--- config.mk ---
export PLATFORM = sky130hd
export DESIGN_NAME = pipe_stage_reg
export DESIGN_NICKNAME = d
export VERILOG_FILES = /design/src/rtl/pipe_stage_reg.sv
export SDC_FILE = /design/constraint.sdc
export NUM_CORES = 1
export LEC_CHECK = 0
export CAP_MARGIN = 5
export CORE_MARGIN = 2
export CORE_UTILIZATION = 50
export DETAILED_ROUTE_END_ITERATION = 12
export PLACE_DENSITY_LB_ADDON = 0.08
export SYNTH_ARGS = -nofsm -noshare
export SYNTH_HDL_FRONTEND = slang
export SYNTH_SLANG_ARGS = --single-unit
--- constraint.sdc ---
create_clock -name clk -period 2.2 [get_ports clk]
set_clock_uncertainty 0.1 [all_clocks]
set_input_delay 0.44 -clock clk [delete_from_list [all_inputs] [get_ports clk]]
set_output_delay 0.44 -clock clk [all_outputs]
set_load 0.005 [all_outputs]
--- src/rtl/pipe_stage_reg.sv ---
// pipe_stage_reg: generic valid/ready pipeline stage with flush, optional
// 2-entry skid buffer (registered in_ready) and a saturating stall counter.
module pipe_stage_reg #(
    parameter int WIDTH     = 71,
    parameter bit REG_READY = 1'b1,
    parameter int CNT_W     = 16
) (
    input  logic             clk,
    input  logic             rst_n,
    input  logic             flush,
    input  logic             in_valid,
    output logic             in_ready,
    input  logic [WIDTH-1:0] in_data,
    output logic             out_valid,
    input  logic             out_ready,
    output logic [WIDTH-1:0] out_data,
    output logic [1:0]       occupancy,
    output logic [CNT_W-1:0] stall_cnt
);
    localparam logic [1:0] EMPTY = 2'd0;
    localparam logic [1:0] ONE   = 2'd1;
    localparam logic [1:0] TWO   = 2'd2;

    logic [1:0]       state, state_nx;
    logic [WIDTH-1:0] main_q, main_nx, skid_q, skid_nx;
    logic             rdy_q;
    logic             in_xfer, out_xfer;

    assign out_valid = state != EMPTY;
    assign in_ready  = REG_READY ? rdy_q : (!out_valid || out_ready);
    assign in_xfer   = in_valid && in_ready;
    assign out_xfer  = out_valid && out_ready;
    assign out_data  = main_q;
    assign occupancy = state;

    // With REG_READY=0 the input-only case in ONE cannot occur, so TWO is unreachable.
    always_comb begin
        state_nx = state;
        main_nx  = main_q;
        skid_nx  = skid_q;
        if (flush) begin
            state_nx = EMPTY;
            main_nx  = '0;
            skid_nx  = '0;
        end else begin
            case (state)
                EMPTY: if (in_xfer) begin
                    main_nx  = in_data;
                    state_nx = ONE;
                end
                ONE: if (in_xfer && out_xfer) begin
                    main_nx = in_data;
                end else if (in_xfer) begin
                    skid_nx  = in_data;
                    state_nx = TWO;
                end else if (out_xfer) begin
                    state_nx = EMPTY;
                end
                TWO: if (out_xfer) begin
                    main_nx  = skid_q;
                    state_nx = ONE;
                end
                default: state_nx = EMPTY;
            endcase
        end
    end

    always_ff @(posedge clk or negedge rst_n) begin
        if (!rst_n) begin
            state  <= EMPTY;
            main_q <= '0;
            skid_q <= '0;
            rdy_q  <= 1'b1;
        end else begin
            state  <= state_nx;
            main_q <= main_nx;
            skid_q <= skid_nx;
            rdy_q  <= state_nx != TWO;
        end
    end

    always_ff @(posedge clk or negedge rst_n) begin
        if (!rst_n)
            stall_cnt <= '0;
        else if (out_valid && !out_ready && stall_cnt != {CNT_W{1'b1}})
            stall_cnt <= stall_cnt + 1'b1;
    end
endmodule

==> key figures, run 1 <==
Run
  • Max_cap viols: 0

Finish
  • Number of non-filler instances in the completed layout: 1138
  • Total area of sequential cells: 4030 sq um
  • Layout-stage area growth over the synthesis result: 35.1%
  • Net count, final: 1025
  • Number of antenna diodes: 0
  • Area of the multi-input gates: 2860 sq um
  • Share of post-route cells with drive strength above 1: 7.83%
  • Number of filler cells placed in the layout: 1090

Power and ir drop
  • Static leakage: 4.19 nW
  • Clock network fraction of design power: 37.3%
  • Switching pwr: 1.83 mW
  • Net switching fraction of the power: 25.3%
  • IR Drop Worst-Case VDD: 0.000517 V
  • Internal power contribution: 5.40 mW
  • Power per Cell Area: 748 nW/um^2
  • Part of the total power dissipated in sequential elements: 46.1%
  • Part of the power in combinational logic: 16.6%

CTS
  • Largest buffer count on any clock path: 2
  • Later-pin clock latency in the skew report: 0.42 ns
  • Clock tree sinks: 161
  • H-tree levels: 4
  • CTS tree: built
  • Buffer count from post-CTS setup fixing: 0
  • Number of buffers inserted during clock tree synthesis: 17
  • Clock root buffer: sky130_fd_sc_hd__clkbuf_16
  • Clock edge transition at the registers on the reported setup and hold paths: 0.06 ns

Drt
  • Detailed-routing iteration count for the pre-antenna-repair pass: 5
  • DR vias: 6439
  • Number of DRC violations after detailed routing: 0
  • Detailed Route WL: 18700 um
  • Iteration-0 DRC count of the detailed router: 537
  • WL per Instance: 16.4 um
  • Post-route antenna net violation count: 0
  • Number of vias per cell after detailed routing: 5.66

Logic synthesis
  • Count of flip-flops with a built-in enable after synthesis: 0
  • Leading cell type by number of instances after synthesis: sky130_fd_sc_hd__nand2_1
  • Warning count from the yosys run: 0
  • Post-synth top area share: 56.0%
  • Top post-synthesis cells by area: sky130_fd_sc_hd__dfrtp_1 (56%), sky130_fd_sc_hd__nand2_1 (15%), sky130_fd_sc_hd__a311oi_1 (8.7%)
  • Number of distinct library cells after synthesis: 36
  • Sequential share of the synthesized area: 56.4%
  • Synth cell count leaders: sky130_fd_sc_hd__nand2_1 (292), sky130_fd_sc_hd__dfrtp_1 (160), sky130_fd_sc_hd__nor2_1 (73), sky130_fd_sc_hd__a21oi_1 (71), sky130_fd_sc_hd__a311oi_1 (71)
  • Average cell area after synthesis: 9.01 sq um
  • Register bit total from synthesis: 161
  • Area leader, netlist: sky130_fd_sc_hd__dfrtp_1
  • Net Count, Synth: 871
  • Synthesized instance count: 794
  • Area of the mapped netlist: 7150 sq um
  • Most used flip-flop cell after synthesis: sky130_fd_sc_hd__dfrtp_1
  • Synth async-reset ratio: 100%

STA
  • Worst Max-Slew Pin Slew: 0.532 ns
  • Number of failing setup endpoints in the final timing report: 0
  • Max Freq: 484 MHz
  • Minimum period implied by the final worst setup slack: 2.07 ns
  • Final max-slew violation count: 0
  • Count of endpoints failing hold in the final timing report: 0
  • Slew Limit Headroom: 64.6%
  • Share of the cycle needed by the critical path after routing: 93.9%
  • Final setup TNS: 0 ns
  • RSZ-0062 raised after global routing: false

Critical path
  • Delay of the slowest cell on the worst path: 0.47 ns
  • Number of buffers and inverters on the critical path: 1
  • List of cells traversed by the critical path: or2_2 > dlygate4sd2_1
  • Launching element type of the critical path: flip-flop
  • Type of destination of the critical path: output pin
  • Critical path required time: 1.66 ns
  • Worst Reg2Reg Path Length in Cells: 6
  • WP data arrival: 1.53 ns
  • Worst r2r dst: out_data[33]$_DFFE_PN0P_
  • Flop2flop setup slack: 0.22 ns
  • Highest fanout seen on the critical path: 9
  • Master of the slowest instance on the critical path: sky130_fd_sc_hd__dfrtp_2
  • Kind of cell adding the most delay to the critical path: flip-flops
  • Type of the setup path with the least slack: reg -> out
  • Startpoint of the lowest-slack register-to-register path: in_ready$_DFF_PN1_

Floorplanning
  • I/O pins: 167
  • Starting Density: 51.3%
  • Number of standard-cell rows in the floorplan: 43
  • Core region area: 13900 sq um
  • Die footprint: 15300 sq um
  • Height of the die: 124 um
  • Horizontal die dimension: 124 um

Global route
  • Initial antenna violation count: 0
  • Global route total overflow: 0
  • Total global routing track utilization: 25.3%
  • Maximum number of pins on one net before global-route repair: 59
  • Wire length of the first global-routing pass: 30200 um
  • Vias in the first global route: 6257

Placement
  • HPWL after detailed placement: 12400 um
  • Dpl cells: 1108
  • Final RePlAce weighted congestion: 0.778
  • # port buffers: 166

Status
  • Result of the run: finished, final reports clean

Min path
  • Classification of the worst-slack hold path: in -> async
area by class of cell:
| class | instances | share of cell area (%) |
|---|---|---|
| Clock buffer | 21 | 4.77 |
| Clock inverter | 8 | 0.674 |
| Inverter | 1 | 0.0389 |
| Multi-Input combinational cell | 567 | 29.6 |
| Sequential cell | 161 | 41.7 |
| Tap cell | 180 | 2.33 |
| Timing Repair Buffer | 200 | 20.9 |
worst max path at each step:
| stage | startpoint | to | slack [ns] | cells past startpoint |
|---|---|---|---|---|
| 3_5_place_dp | in_valid | out_data[33]$_DFFE_PN0P_ | -0.19 | 7 |
| 4_1_cts | occupancy[0]$_DFF_PN0_ | out_valid | 0.12 | 2 |
| 5_1_grt | occupancy[0]$_DFF_PN0_ | out_valid | 0.08 | 2 |
| 3_3_place_gp | in_valid | skid_q[16]$_DFFE_PN0P_ | -0.07 | 6 |
| 6_report | occupancy[0]$_DFF_PN0_ | out_valid | 0.13 | 2 |
| 2_1_floorplan | stall_cnt[0]$_DFFE_PN0P_ | stall_cnt[13]$_DFFE_PN0P_ | 0.38 | 6 |
logic make-up (layout without fill, tap and decap cells):
logic type	Yosys count	in the layout	share of synthesized area (%)
xor gates and xnor gates	15	15	1.84
DFF	161	161	56.4
and+or+nand+nor	403	403	23.1
adders and majority gates	1	1	0.175
AOI/OAI and AO/OA	146	146	14.3
buffers and inverters	66	230	3.95
muxes	2	2	0.297
worst register-to-register path: stages (launching register included):
cell and delay, ns:
sky130_fd_sc_hd__dfstp_2 0.56, sky130_fd_sc_hd__nand2_1 0.13, sky130_fd_sc_hd__o31ai_4 0.25, sky130_fd_sc_hd__buf_4 0.21
sky130_fd_sc_hd__buf_12 0.21, sky130_fd_sc_hd__nor2_1 0.08, sky130_fd_sc_hd__a311oi_1 0.32
flip-flops by register name, indices dropped and copies added (netlist names):
signal     flops
out_data      71
skid_q        71
stall_cnt     16
occupancy      2
in_ready       1
through the flow:
stage	hold WS (ns)	area, sq um	setup slack, ns	power, mW	util (%)
after floorplan	0.0444	7150	0.383	3.83	-
after global placement	0.252	9120	-0.0704	4.55	65.5
after detailed placement	0.253	9120	-0.186	4.59	65.5
after CTS	0.381	9660	0.117	7.28	69.3
after global routing	0.403	9660	0.0816	7.54	69.3
final	0.380	9660	0.135	7.23	69.3
timing repair:
item / in CTS / in global routing
endpoints found under the hold margin: 31 / 0
resized for setup: 2 / 0
hold buffers: 1 / 0
endpoints found under the setup margin: 1 / 0
metal layers:
layer	global-route usage, %	vias to the layer above	wire length, um
met5	0	-	0
li1	-	3005	-
met4	11.6	0	535
met3	4.81	41	1100
met1	34.1	3134	8050
met2	39.9	259	9010
power groups by stage:
stage	clock [mW]	sequential, mW	combinational (mW)
after global routing	2.87	3.36	1.31
after CTS	2.74	3.33	1.21
after global placement	0	3.38	1.17
after floorplan	0	3.37	0.462
final	2.70	3.33	1.20
after detailed placement	0	3.38	1.20
cell usage in the layout (no fill, tap or decap), types with 2 or more instances in the layout:
cell | synthesis | layout
sky130_fd_sc_hd__nand4b_1 | 2 | 2
sky130_fd_sc_hd__nor4b_1 | 2 | 2
sky130_fd_sc_hd__nor4_1 | 5 | 5
sky130_fd_sc_hd__nor2_1 | 73 | 73
sky130_fd_sc_hd__nand3_1 | 4 | 4
sky130_fd_sc_hd__clkbuf_1 | 41 | 2
sky130_fd_sc_hd__clkbuf_16 | 0 | 17
sky130_fd_sc_hd__buf_12 | 0 | 8
sky130_fd_sc_hd__and3_1 | 4 | 4
sky130_fd_sc_hd__nor3_1 | 4 | 4
sky130_fd_sc_hd__nand2_1 | 292 | 292
sky130_fd_sc_hd__dfrtp_1 | 160 | 159
sky130_fd_sc_hd__nor3b_1 | 2 | 2
sky130_fd_sc_hd__nand4_1 | 2 | 2
sky130_fd_sc_hd__clkbuf_8 | 0 | 2
sky130_fd_sc_hd__a311oi_1 | 71 | 71
sky130_fd_sc_hd__buf_4 | 2 | 26
sky130_fd_sc_hd__nand2b_1 | 3 | 2
sky130_fd_sc_hd__clkinv_2 | 0 | 7
sky130_fd_sc_hd__xor2_1 | 15 | 15
sky130_fd_sc_hd__a21oi_1 | 71 | 71
sky130_fd_sc_hd__clkdlybuf4s50_1 | 0 | 163
Power figures use the tool's default switching activity.
==> run 2: changes to the inputs <==
CORE_UTILIZATION = 52   (was 50)
CTS_BUF_LIST = sky130_fd_sc_hd__clkbuf_4   (was not set)
HOLD_SLACK_MARGIN = 0.03   (was not set)
==> run 2 against run 1 <==
Worst hold slack got worse by 0.14 ns. Design area decreased by 2.0%. Sequential cell count unchanged. Sequential power about the same. Global-route usage increased by 0.19 points. Register-to-register slack got worse by 0.02 ns. First-iteration DRC count increased by 11%. Wire length decreased by 2.5%. Total power decreased by 16%. Via count about the same. Count of clock-buffer cells in the layout unchanged. Final cell count increased by 0.62%. Critical path type unchanged. Critical endpoint unchanged.
==> key figures, run 2 (synthesis gave the netlist of run 1 again) <==
CTS
  • Largest buffer count on any clock path: 2 (unchanged)
  • Number of buffers inserted during clock tree synthesis: 17 (unchanged)
  • Clock tree sinks: 161 (unchanged)
  • Clock root buffer: sky130_fd_sc_hd__clkbuf_4 (was sky130_fd_sc_hd__clkbuf_16)
  • H-tree levels: 4 (unchanged)
  • CTS tree: built (unchanged)
  • Later-pin clock latency in the skew report: 0.54 ns (was 0.42 ns)
  • Clock edge transition at the registers on the reported setup and hold paths: 0.11 ns (was 0.06 ns)

Finish
  • Most frequent cells in the layout: sky130_fd_sc_hd__nand2_1 (292), sky130_fd_sc_hd__clkdlybuf4s50_1 (162), sky130_fd_sc_hd__dfrtp_1 (159) (was sky130_fd_sc_hd__nand2_1 (292), sky130_fd_sc_hd__clkdlybuf4s50_1 (163), sky130_fd_sc_hd__dfrtp_1 (159))
  • Share of post-route cells with drive strength above 1: 8.68% (was 7.83%)
  • Net count, final: 1034 (was 1025)
  • Most common cell after layout, fill and taps aside: sky130_fd_sc_hd__nand2_1 (unchanged)
  • Total area of sequential cells: 4030 sq um (unchanged)
  • Number of non-filler instances in the completed layout: 1145 (was 1138)
  • Final Core Density: 70.9% (was 69.3%)
  • Area of the multi-input gates: 2860 sq um (unchanged)
  • Number of filler cells placed in the layout: 1064 (was 1090)
  • Post-layout instance area: 9470 sq um (was 9660 sq um)
  • Layout-stage area growth over the synthesis result: 32.4% (was 35.1%)

Placement
  • # port buffers: 166 (unchanged)
  • Pre-CTS setup slack: -0.107 ns (was -0.186 ns)
  • Cell Area, Placed: 9160 sq um (was 9120 sq um)
  • Final RePlAce weighted congestion: 0.797 (was 0.778)
  • Dpl cells: 1105 (was 1108)
  • HPWL after detailed placement: 12100 um (was 12400 um)

STA
  • Worst Max-Slew Pin Slew: 0.500 ns (was 0.532 ns)
  • Number of failing setup endpoints in the final timing report: 0 (unchanged)
  • Minimum hold slack: 0.242 ns (was 0.380 ns)
  • Worst-case setup margin in the final layout: 0.0866 ns (was 0.135 ns)
  • Max Freq: 473 MHz (was 484 MHz)
  • Final max-slew violation count: 0 (unchanged)
  • Final setup TNS: 0 ns (unchanged)
  • Minimum period implied by the final worst setup slack: 2.11 ns (was 2.07 ns)
  • RSZ-0062 raised after global routing: false (unchanged)
  • Count of endpoints failing hold in the final timing report: 0 (unchanged)
  • Slew Limit Headroom: 66.6% (was 64.6%)
  • Share of the cycle needed by the critical path after routing: 96.1% (was 93.9%)

Critical path
  • Critical path startpoint: occupancy[1]$_DFF_PN0_ (was occupancy[0]$_DFF_PN0_)
  • Startpoint of the lowest-slack register-to-register path: in_ready$_DFF_PN1_ (unchanged)
  • Flop2flop setup slack: 0.20 ns (was 0.22 ns)
  • Critical path required time: 1.66 ns (about the same)
  • Highest fanout seen on the critical path: 2 (was 9)
  • Launching element type of the critical path: flip-flop (unchanged)
  • WP data arrival: 1.57 ns (was 1.53 ns)
  • Type of destination of the critical path: output pin (unchanged)
  • Type of the setup path with the least slack: reg -> out (unchanged)

Global route
  • Initial antenna violation count: 1 (was 0)
  • Wire length of the first global-routing pass: 29700 um (was 30200 um)
  • Global route total overflow: 0 (unchanged)
  • Total global routing track utilization: 25.5% (was 25.3%)
  • Maximum number of pins on one net before global-route repair: 50 (was 59)
  • Vias in the first global route: 6164 (was 6257)

Drt
  • Detailed-routing iteration count for the pre-antenna-repair pass: 6 (was 5)
  • WL per Instance: 15.9 um (was 16.4 um)
  • Detailed Route WL: 18200 um (was 18700 um)
  • DR vias: 6440 (was 6439)
  • Post-route antenna net violation count: 0 (unchanged)
  • Iteration-0 DRC count of the detailed router: 595 (was 537)
  • Number of DRC violations after detailed routing: 0 (unchanged)
  • Number of vias per cell after detailed routing: 5.62 (was 5.66)

Run
  • Max_cap viols: 0 (unchanged)

Power and ir drop
  • Static leakage: 4.12 nW (was 4.19 nW)
  • Total power after layout: 6.08 mW (was 7.23 mW)
  • IR Drop Worst-Case VDD: 0.000407 V (was 0.000517 V)
  • Power per Cell Area: 642 nW/um^2 (was 748 nW/um^2)

Floorplanning
  • Die footprint: 14700 sq um (was 15300 sq um)
  • Horizontal die dimension: 121 um (was 124 um)
  • Height of the die: 121 um (was 124 um)
  • Number of standard-cell rows in the floorplan: 42 (was 43)
  • I/O pins: 167 (unchanged)
  • Core region area: 13300 sq um (was 13900 sq um)
  • Starting Density: 53.6% (was 51.3%)

Status
  • Result of the run: finished, final reports clean (unchanged)

Min path
  • Hold Path Origin: flush
  • Classification of the worst-slack hold path: in -> reg (was in -> async)
==> run 2: worst max-delay path: stages (launching register included) <==
cell                            delay, ns
sky130_fd_sc_hd__dfrtp_1             0.40
sky130_fd_sc_hd__or2_2               0.34
sky130_fd_sc_hd__dlygate4sd2_1       0.31
==> run 2: routing by layer <==
layer	up-vias	wire [um]	GRT usage, %	share of wire (%)
met4	0	216	9.20	1.2
met2	238	9060	42.0	50
met5	-	0	0	0
met3	20	1100	4.79	6.0
met1	3170	7860	33.9	43
li1	3012	-	-	-
==> run 2: final timing paths <==
| kind | cells past startpoint | to |
|---|---|---|
| min in group asynchronous | 2 | skid_q[41]$_DFFE_PN0P_ |
| max in group asynchronous | 3 | skid_q[27]$_DFFE_PN0P_ |
| min | 2 | occupancy[0]$_DFF_PN0_ |
| max | 2 | out_valid |
| max reg2reg | 6 | skid_q[15]$_DFFE_PN0P_ |
| min reg2reg | 1 | stall_cnt[15]$_DFFE_PN0P_ |
==> run 2: power breakdown <==
part           internal [mW]  switching [mW]  total [mW]
logic                  0.671           0.550        1.22
clock network          0.580           0.950        1.53
registers               3.16           0.166        3.33
total                   4.41            1.67        6.08
==> run 2: layout make-up <==
type	count	area share, %
Sequential cell	161	42.6
Multi-Input combinational cell	567	30.2
Timing Repair Buffer	209	22.5
Tap cell	176	2.33
Clock buffer	21	1.66
Clock inverter	9	0.727
Inverter	1	0.0396
Antenna cell	1	0.0264
==> run 2: repair_timing <==
item | 4_1_cts | 5_1_grt
hold buffers | 1 | 0
endpoints found under the setup margin | 4 | 2
gates resized for setup | 3 | 1
setup buffers | 2 | 6
hold endpoints to repair | 44 | 0
pin swaps | 0 | 0
==> run 3: changes to the inputs <==
SLEW_MARGIN = 20   (was not set)
==> results of run 3 <==
No change in the layout: final DEF, timing and power equal those of run 2.
